<file path="src/rtl/vga_pkg.sv">
// Shared geometry, record layout and capture FSM states for the glyph capture path.
package vga_pkg;

    localparam int WIDTH       = 640;
    localparam int HEIGHT      = 480;
    localparam int WIDTH_BITS  = 10;
    localparam int HEIGHT_BITS = 10;
    localparam int PIXEL_BITS  = 12;
    localparam int CHAR_W      = 8;
    localparam int CHAR_H      = 16;
    localparam int FIFO_DEPTH  = 8;

    // bits[0] is the leftmost pixel of the glyph row
    typedef struct packed {
        logic [6:0] col;
        logic [4:0] row;
        logic [3:0] line;
        logic [0:7] bits;
    } glyph_rec_t;

    localparam int REC_W = $bits(glyph_rec_t);

    typedef enum logic [1:0] {
        IDLE,
        WAIT_FRAME,
        CAPTURE,
        DRAIN
    } state_t;

endpackage

</file>
<file path="src/rtl/sync_fifo.sv">
// First-word-fall-through FIFO: o_rd_data shows the head entry whenever o_empty is low.
module sync_fifo #(
    parameter int W     = 24,
    parameter int DEPTH = 8
) (
    input  logic         i_clk,
    input  logic         i_rst_n,
    input  logic         i_wr_en,
    input  logic [W-1:0] i_wr_data,
    input  logic         i_rd_en,
    output logic [W-1:0] o_rd_data,
    output logic         o_full,
    output logic         o_empty
);

    localparam int AW = $clog2(DEPTH);

    logic [W-1:0] r_mem [DEPTH];
    logic [AW:0]  r_wr_ptr;
    logic [AW:0]  r_rd_ptr;
    logic         w_wr;
    logic         w_rd;

    // A write into a full FIFO is only legal when the head is leaving in the same cycle.
    assign w_wr = i_wr_en & (~o_full | i_rd_en);
    assign w_rd = i_rd_en & ~o_empty;

    assign o_empty   = (r_wr_ptr == r_rd_ptr);
    assign o_full    = (r_wr_ptr[AW] != r_rd_ptr[AW]) && (r_wr_ptr[AW-1:0] == r_rd_ptr[AW-1:0]);
    assign o_rd_data = r_mem[r_rd_ptr[AW-1:0]];

    always_ff @(posedge i_clk) begin
        if (w_wr) begin
            r_mem[r_wr_ptr[AW-1:0]] <= i_wr_data;
        end
    end

    always_ff @(posedge i_clk or negedge i_rst_n) begin
        if (!i_rst_n) begin
            r_wr_ptr <= '0;
            r_rd_ptr <= '0;
        end else begin
            if (w_wr) begin
                r_wr_ptr <= r_wr_ptr + (AW+1)'(1);
            end
            if (w_rd) begin
                r_rd_ptr <= r_rd_ptr + (AW+1)'(1);
            end
        end
    end

endmodule

</file>
<file path="src/rtl/glyph_row_capture.sv">
// Rebuilds glyph-row bytes from the active pixel stream, tags them with their text
// position and queues them for a valid/ready consumer, one frame per arming.
module glyph_row_capture
    import vga_pkg::*;
(
    input  logic                   clock_in,
    input  logic                   reset_n_in,
    input  logic [WIDTH_BITS-1:0]  pixel_x_in,
    input  logic [HEIGHT_BITS-1:0] pixel_y_in,
    input  logic [PIXEL_BITS-1:0]  pixel_in,
    input  logic                   video_on_in,
    input  logic                   v_sync_in,
    input  logic                   enable_in,
    output logic                   glyph_valid_out,
    input  logic                   glyph_ready_in,
    output logic [6:0]             glyph_col_out,
    output logic [4:0]             glyph_row_out,
    output logic [3:0]             glyph_line_out,
    output logic [0:7]             glyph_bits_out,
    output logic [15:0]            glyph_count_out,
    output logic                   overflow_out,
    output logic                   frame_done_out
);

    // Handshake: a record transfers on any rising edge where glyph_valid_out and
    // glyph_ready_in are both high; fields hold steady while valid waits on ready.

    state_t                  r_state;
    state_t                  w_next_state;
    logic                    r_vs_prev;
    logic [0:7]              r_shift;
    logic [0:7]              w_shift_next;
    logic [WIDTH_BITS-1:0]   r_last_x;
    logic                    r_last_sampled;
    logic                    r_grp_ok;
    logic [15:0]             r_count;
    logic                    r_overflow;
    logic                    w_vs_fall;
    logic                    w_start;
    logic                    w_sample;
    logic                    w_contig;
    logic                    w_push;
    logic                    w_pop;
    logic                    w_accept;
    logic                    w_drop;
    logic                    w_full;
    logic                    w_empty;
    logic [2:0]              w_slot;
    glyph_rec_t              w_rec;
    glyph_rec_t              w_out_rec;
    logic [REC_W-1:0]        w_rd_data;

    assign w_vs_fall = r_vs_prev & ~v_sync_in;
    assign w_slot    = pixel_x_in[2:0];
    assign w_sample  = (r_state == CAPTURE) && video_on_in
                       && (pixel_x_in < WIDTH_BITS'(WIDTH))
                       && (pixel_y_in < HEIGHT_BITS'(HEIGHT));
    // A group is only trusted if every pixel arrived on back-to-back sampled cycles.
    assign w_contig  = r_last_sampled && r_grp_ok && (pixel_x_in == r_last_x + WIDTH_BITS'(1));
    assign w_push    = w_sample && (w_slot == 3'd7) && w_contig;
    assign w_pop     = ~w_empty & glyph_ready_in;
    assign w_accept  = w_push & (~w_full | w_pop);
    assign w_drop    = w_push & w_full & ~w_pop;
    assign w_start   = (r_state == WAIT_FRAME) && (w_next_state == CAPTURE);

    always_comb begin
        w_shift_next         = (w_slot == 3'd0) ? 8'h00 : r_shift;
        w_shift_next[w_slot] = |pixel_in;
    end

    assign w_rec = {pixel_x_in[9:3], pixel_y_in[8:4], pixel_y_in[3:0], w_shift_next};

    always_comb begin
        w_next_state = r_state;
        case (r_state)
            IDLE:       if (enable_in) w_next_state = WAIT_FRAME;
            WAIT_FRAME: begin
                if (!enable_in)     w_next_state = IDLE;
                else if (w_vs_fall) w_next_state = CAPTURE;
            end
            CAPTURE:    if (w_vs_fall) w_next_state = DRAIN;
            DRAIN:      if (w_empty) w_next_state = enable_in ? WAIT_FRAME : IDLE;
            default:    w_next_state = IDLE;
        endcase
    end

    always_ff @(posedge clock_in or negedge reset_n_in) begin
        if (!reset_n_in) begin
            r_state <= IDLE;
        end else begin
            r_state <= w_next_state;
        end
    end

    always_ff @(posedge clock_in or negedge reset_n_in) begin
        if (!reset_n_in) begin
            r_vs_prev      <= 1'b1;
            r_shift        <= '0;
            r_last_x       <= '0;
            r_last_sampled <= 1'b0;
            r_grp_ok       <= 1'b0;
            r_count        <= '0;
            r_overflow     <= 1'b0;
        end else begin
            r_vs_prev      <= v_sync_in;
            r_last_sampled <= w_sample;
            if (w_sample) begin
                r_shift  <= w_shift_next;
                r_last_x <= pixel_x_in;
                r_grp_ok <= (w_slot == 3'd0) ? 1'b1 : w_contig;
            end
            if (w_start) begin
                r_count    <= '0;
                r_overflow <= 1'b0;
            end else begin
                if (w_accept && (r_count != 16'hFFFF)) r_count <= r_count + 16'd1;
                if (w_drop) r_overflow <= 1'b1;
            end
        end
    end

    sync_fifo #(
        .W     (REC_W),
        .DEPTH (FIFO_DEPTH)
    ) u_fifo (
        .i_clk     (clock_in),
        .i_rst_n   (reset_n_in),
        .i_wr_en   (w_accept),
        .i_wr_data (w_rec),
        .i_rd_en   (w_pop),
        .o_rd_data (w_rd_data),
        .o_full    (w_full),
        .o_empty   (w_empty)
    );

    assign w_out_rec       = w_empty ? '0 : glyph_rec_t'(w_rd_data);
    assign glyph_valid_out = ~w_empty;
    assign glyph_col_out   = w_out_rec.col;
    assign glyph_row_out   = w_out_rec.row;
    assign glyph_line_out  = w_out_rec.line;
    assign glyph_bits_out  = w_out_rec.bits;
    assign glyph_count_out = r_count;
    assign overflow_out    = r_overflow;
    assign frame_done_out  = (r_state == DRAIN) && w_empty;

endmodule

</file>
<file path="config.mk">
export PLATFORM = sky130hd
export DESIGN_NAME = glyph_row_capture
export DESIGN_NICKNAME = d
export VERILOG_FILES = /design/src/rtl/vga_pkg.sv /design/src/rtl/sync_fifo.sv /design/src/rtl/glyph_row_capture.sv
export SDC_FILE = /design/constraint.sdc
export NUM_CORES = 1
export LEC_CHECK = 0
export CAP_MARGIN = 20
export CORE_MARGIN = 5
export CORE_UTILIZATION = 58
export CTS_CLUSTER_SIZE = 25
export DETAILED_ROUTE_END_ITERATION = 10
export MAX_ROUTING_LAYER = met4
export PLACE_DENSITY = 0.82
export SYNTH_ARGS = -nofsm -noshare
export SYNTH_HDL_FRONTEND = slang
export SYNTH_SLANG_ARGS = --single-unit
</file>
<file path="constraint.sdc">
create_clock -name clock_in -period 10.19 [get_ports clock_in]
set_input_delay 3.057 -clock clock_in [delete_from_list [all_inputs] [get_ports clock_in]]
set_output_delay 3.057 -clock clock_in [all_outputs]
set_load 0.01 [all_outputs]
</file>
==> results.sh <==
export IMPL_final_common_cell="edfxtp_1"
export IMPL_cap_violations=0
export IMPL_hold_path_class="reg -> reg"
export IMPL_fp_dieArea_sq_um=20100
export IMPL_synth_edff_count=192
export IMPL_synth_area_leaders="edfxtp_1 (57%), dfrtp_1 (12%), mux4_2 (11%), mux2i_1 (2.6%), mux2_2 (1.8%)"
export IMPL_syn2layout_area_growth_pct=19.0
export IMPL_cts_setup_buffers=0
export IMPL_ys_flop_type="edfxtp_1"
export IMPL_ys_seq_elements=240
export IMPL_clock_skew_final_ns=0.00863
export IMPL_yosysTopAreaCellShare=0.571
export IMPL_postSynthAreaPerCell_sq_um=16.3
export IMPL_layout_min_cycle_time_ns=6.94
export IMPL_cts_tree="done"
export IMPL_dr_pass1_iters=5
export IMPL_worstSkewPairLatency_ns=0.50
export IMPL_cp_data_required_time_ns=10.37
export IMPL_cellPowerDensity_nw_per_um2=173
export IMPL_instances_no_fill=951
export IMPL_max_vdd_ir_drop_v=0.000121
export IMPL_final_nets=750
export IMPL_finalInstanceArea_sq_um=12000
export IMPL_io_pins=81
export IMPL_placed_cell_area_sq_um=11200
export IMPL_crit_path_start_kind="input port"
export IMPL_status="complete, no violations"
export IMPL_layout_common_cells="edfxtp_1 (192), clkdlybuf4s50_1 (79), mux4_2 (48)"
export IMPL_drc_errors=0
export IMPL_synth_cell_area_sq_um=10100
export IMPL_clockRootBuffer="clkbuf_16"
export IMPL_htree_levels=1
export IMPL_yosysSeqAreaShare=0.690
export IMPL_worstPathArrival_ns=7.12
export IMPL_hold_viol_final=0
export IMPL_period_share=0.681
export IMPL_slew_headroom=0.283
export IMPL_cts_resized=0
export IMPL_vias_per_cell=6.17
export IMPL_numPortBuffers=80
export IMPL_cellLeakagePower_nw=4.05
export IMPL_crit_type="in -> reg"
export IMPL_core_sq_um=17200
export IMPL_yosysTopAreaCell="edfxtp_1"
export IMPL_grt_max_degree=52
export IMPL_clock_path_buffers=3
export IMPL_die_h_um=142
export IMPL_drt_wl_total_mm=21.2
export IMPL_rsz0062_at_grt="no"
export IMPL_fp_row_count=48
export IMPL_start_util=0.588
export IMPL_antenna_found_initial=0
export IMPL_grt_pass1_vias=6197
export IMPL_worst_path_max_fanout=16
export IMPL_grtUsageTotal=0.222
export IMPL_routedWlPerCell_um=22.3
export IMPL_syn_num_nets=662
export IMPL_vias=5866
export IMPL_hold_buffers=0
export IMPL_dp_final_hpwl_mm=12.9
export IMPL_grt_overflow=0
export IMPL_layout_drive_gt1_share=0.191
export IMPL_timing_setup_tns_ns=0
export IMPL_yosysWarningCount=0
export IMPL_cp_end_kind="flop"
export IMPL_ys_async_sr_fraction=0.200
export IMPL_cts_sinks=240
export IMPL_diodes=0
export IMPL_ys_types=54
export IMPL_cts_clk_slew_worst_paths_ns=0.06
export IMPL_synth_cells=620
export IMPL_finalMaxSlewViolations=0
export IMPL_final_antenna_net_count=0
export IMPL_globalplace_congestion=0.870
export IMPL_worst_slew_pin_slew_ns=1.06
export IMPL_drtIter0Drc=503
export IMPL_numCtsBuffers=24
export IMPL_grt_pass1_wl_mm=33.9
export IMPL_max_freq_mhz=144
export IMPL_setup_viol=0
export IMPL_dp_cells=905
export IMPL_die_w_um=142
-- synth_stat cells (all sizes together) (2+ instances only) --
cell	n
o22ai	4
dfrtp	47
and3	7
xor2	8
ha	4
or3	9
buf	15
mux2i	26
inv	15
xnor2	16
or4	2
o41ai	3
a21oi	20
nand2	24
nand2b	3
nor4	10
o311ai	3
mux2	16
nor3	9
nand4	8
a31oi	3
edfxtp	192
nand3	18
nor2	44
o21ai	23
o31ai	3
nor2b	2
clkbuf	22
a41o	2
mux4	48
-- metrics by stage --
stage,power [mW],setup slack (ns),util,hold WS (ns)
final,2.08,3.25,0.700,0.494
after detailed placement,1.23,2.79,0.652,0.487
after floorplan,1.18,2.79,-,0.449
after CTS,2.09,3.32,0.698,0.499
after global placement,1.22,2.93,0.652,0.462
after global routing,2.16,3.09,0.700,0.527
-- power breakdown --
group,switching (mW),leakage [nW],internal [mW]
sequential,0.0231,2.38,1.08
clock,0.354,0.381,0.514
combinational,0.0599,1.28,0.0465
-- flip-flops by register name, indices dropped and copies added, names as in the netlist --
register         cells
r_shift              8
r_last_sampled       1
overflow_out         1
u_fifo.r_rd_ptr      4
r_last_x            10
r_grp_ok             1
r_state              2
u_fifo.r_wr_ptr      4
r_vs_prev            1
u_fifo.r_mem       192
glyph_count_out     16
-- cell families after synthesis --
family          count (synthesis)  synth area share
fa+ha+maj                       4           0.00496
xor+xnor                       24            0.0208
buf+inv                        52            0.0211
mux                            90             0.151
compound gates                 68            0.0414
simple gates                  142            0.0711
flops                         240             0.690
-- routing by layer --
metal	track usage	wire, um	vias up
met1	0.298	8610	3019
met2	0.369	11000	211
met5	-	0	-
li1	-	-	2600
met4	0.0525	464	0
met3	0.0316	1160	36
-- worst max-delay path, stage by stage --
cell and delay (ns):
clkdlybuf4s50_1 0.45, nor4bb_1 0.45, nand3_1 0.54, inv_2 0.44, o311a_1 0.30, or4b_1 0.74
nor3_2 0.70, buf_4 0.42
-- layout make-up --
class	count	area (sq um)
clock buffers	33	676
clock inverters	11	105
fillers	1076	5160
inverters	15	56.3
multi-input cells	328	2970
flip-flops and latches	240	6970
well taps	225	282
repair buffers	99	962
-- final timing paths --
path                        startpoint             endpoint  slack, ns  depth (start not counted)
setup / recovery           video_on_in  u_fifo.r_mem[3][10]       3.25                          8
hold / removal                r_grp_ok             r_grp_ok       0.49                          2
setup reg to reg            r_state[0]  u_fifo.r_mem[3][10]       5.79                          7
hold reg to reg               r_grp_ok             r_grp_ok       0.49                          2
max in group asynchronous   reset_n_in   u_fifo.r_rd_ptr[0]       7.08                          2
min in group asynchronous   reset_n_in   glyph_count_out[0]       2.65                          2
Note: power is estimated with default switching activity, not from simulation.
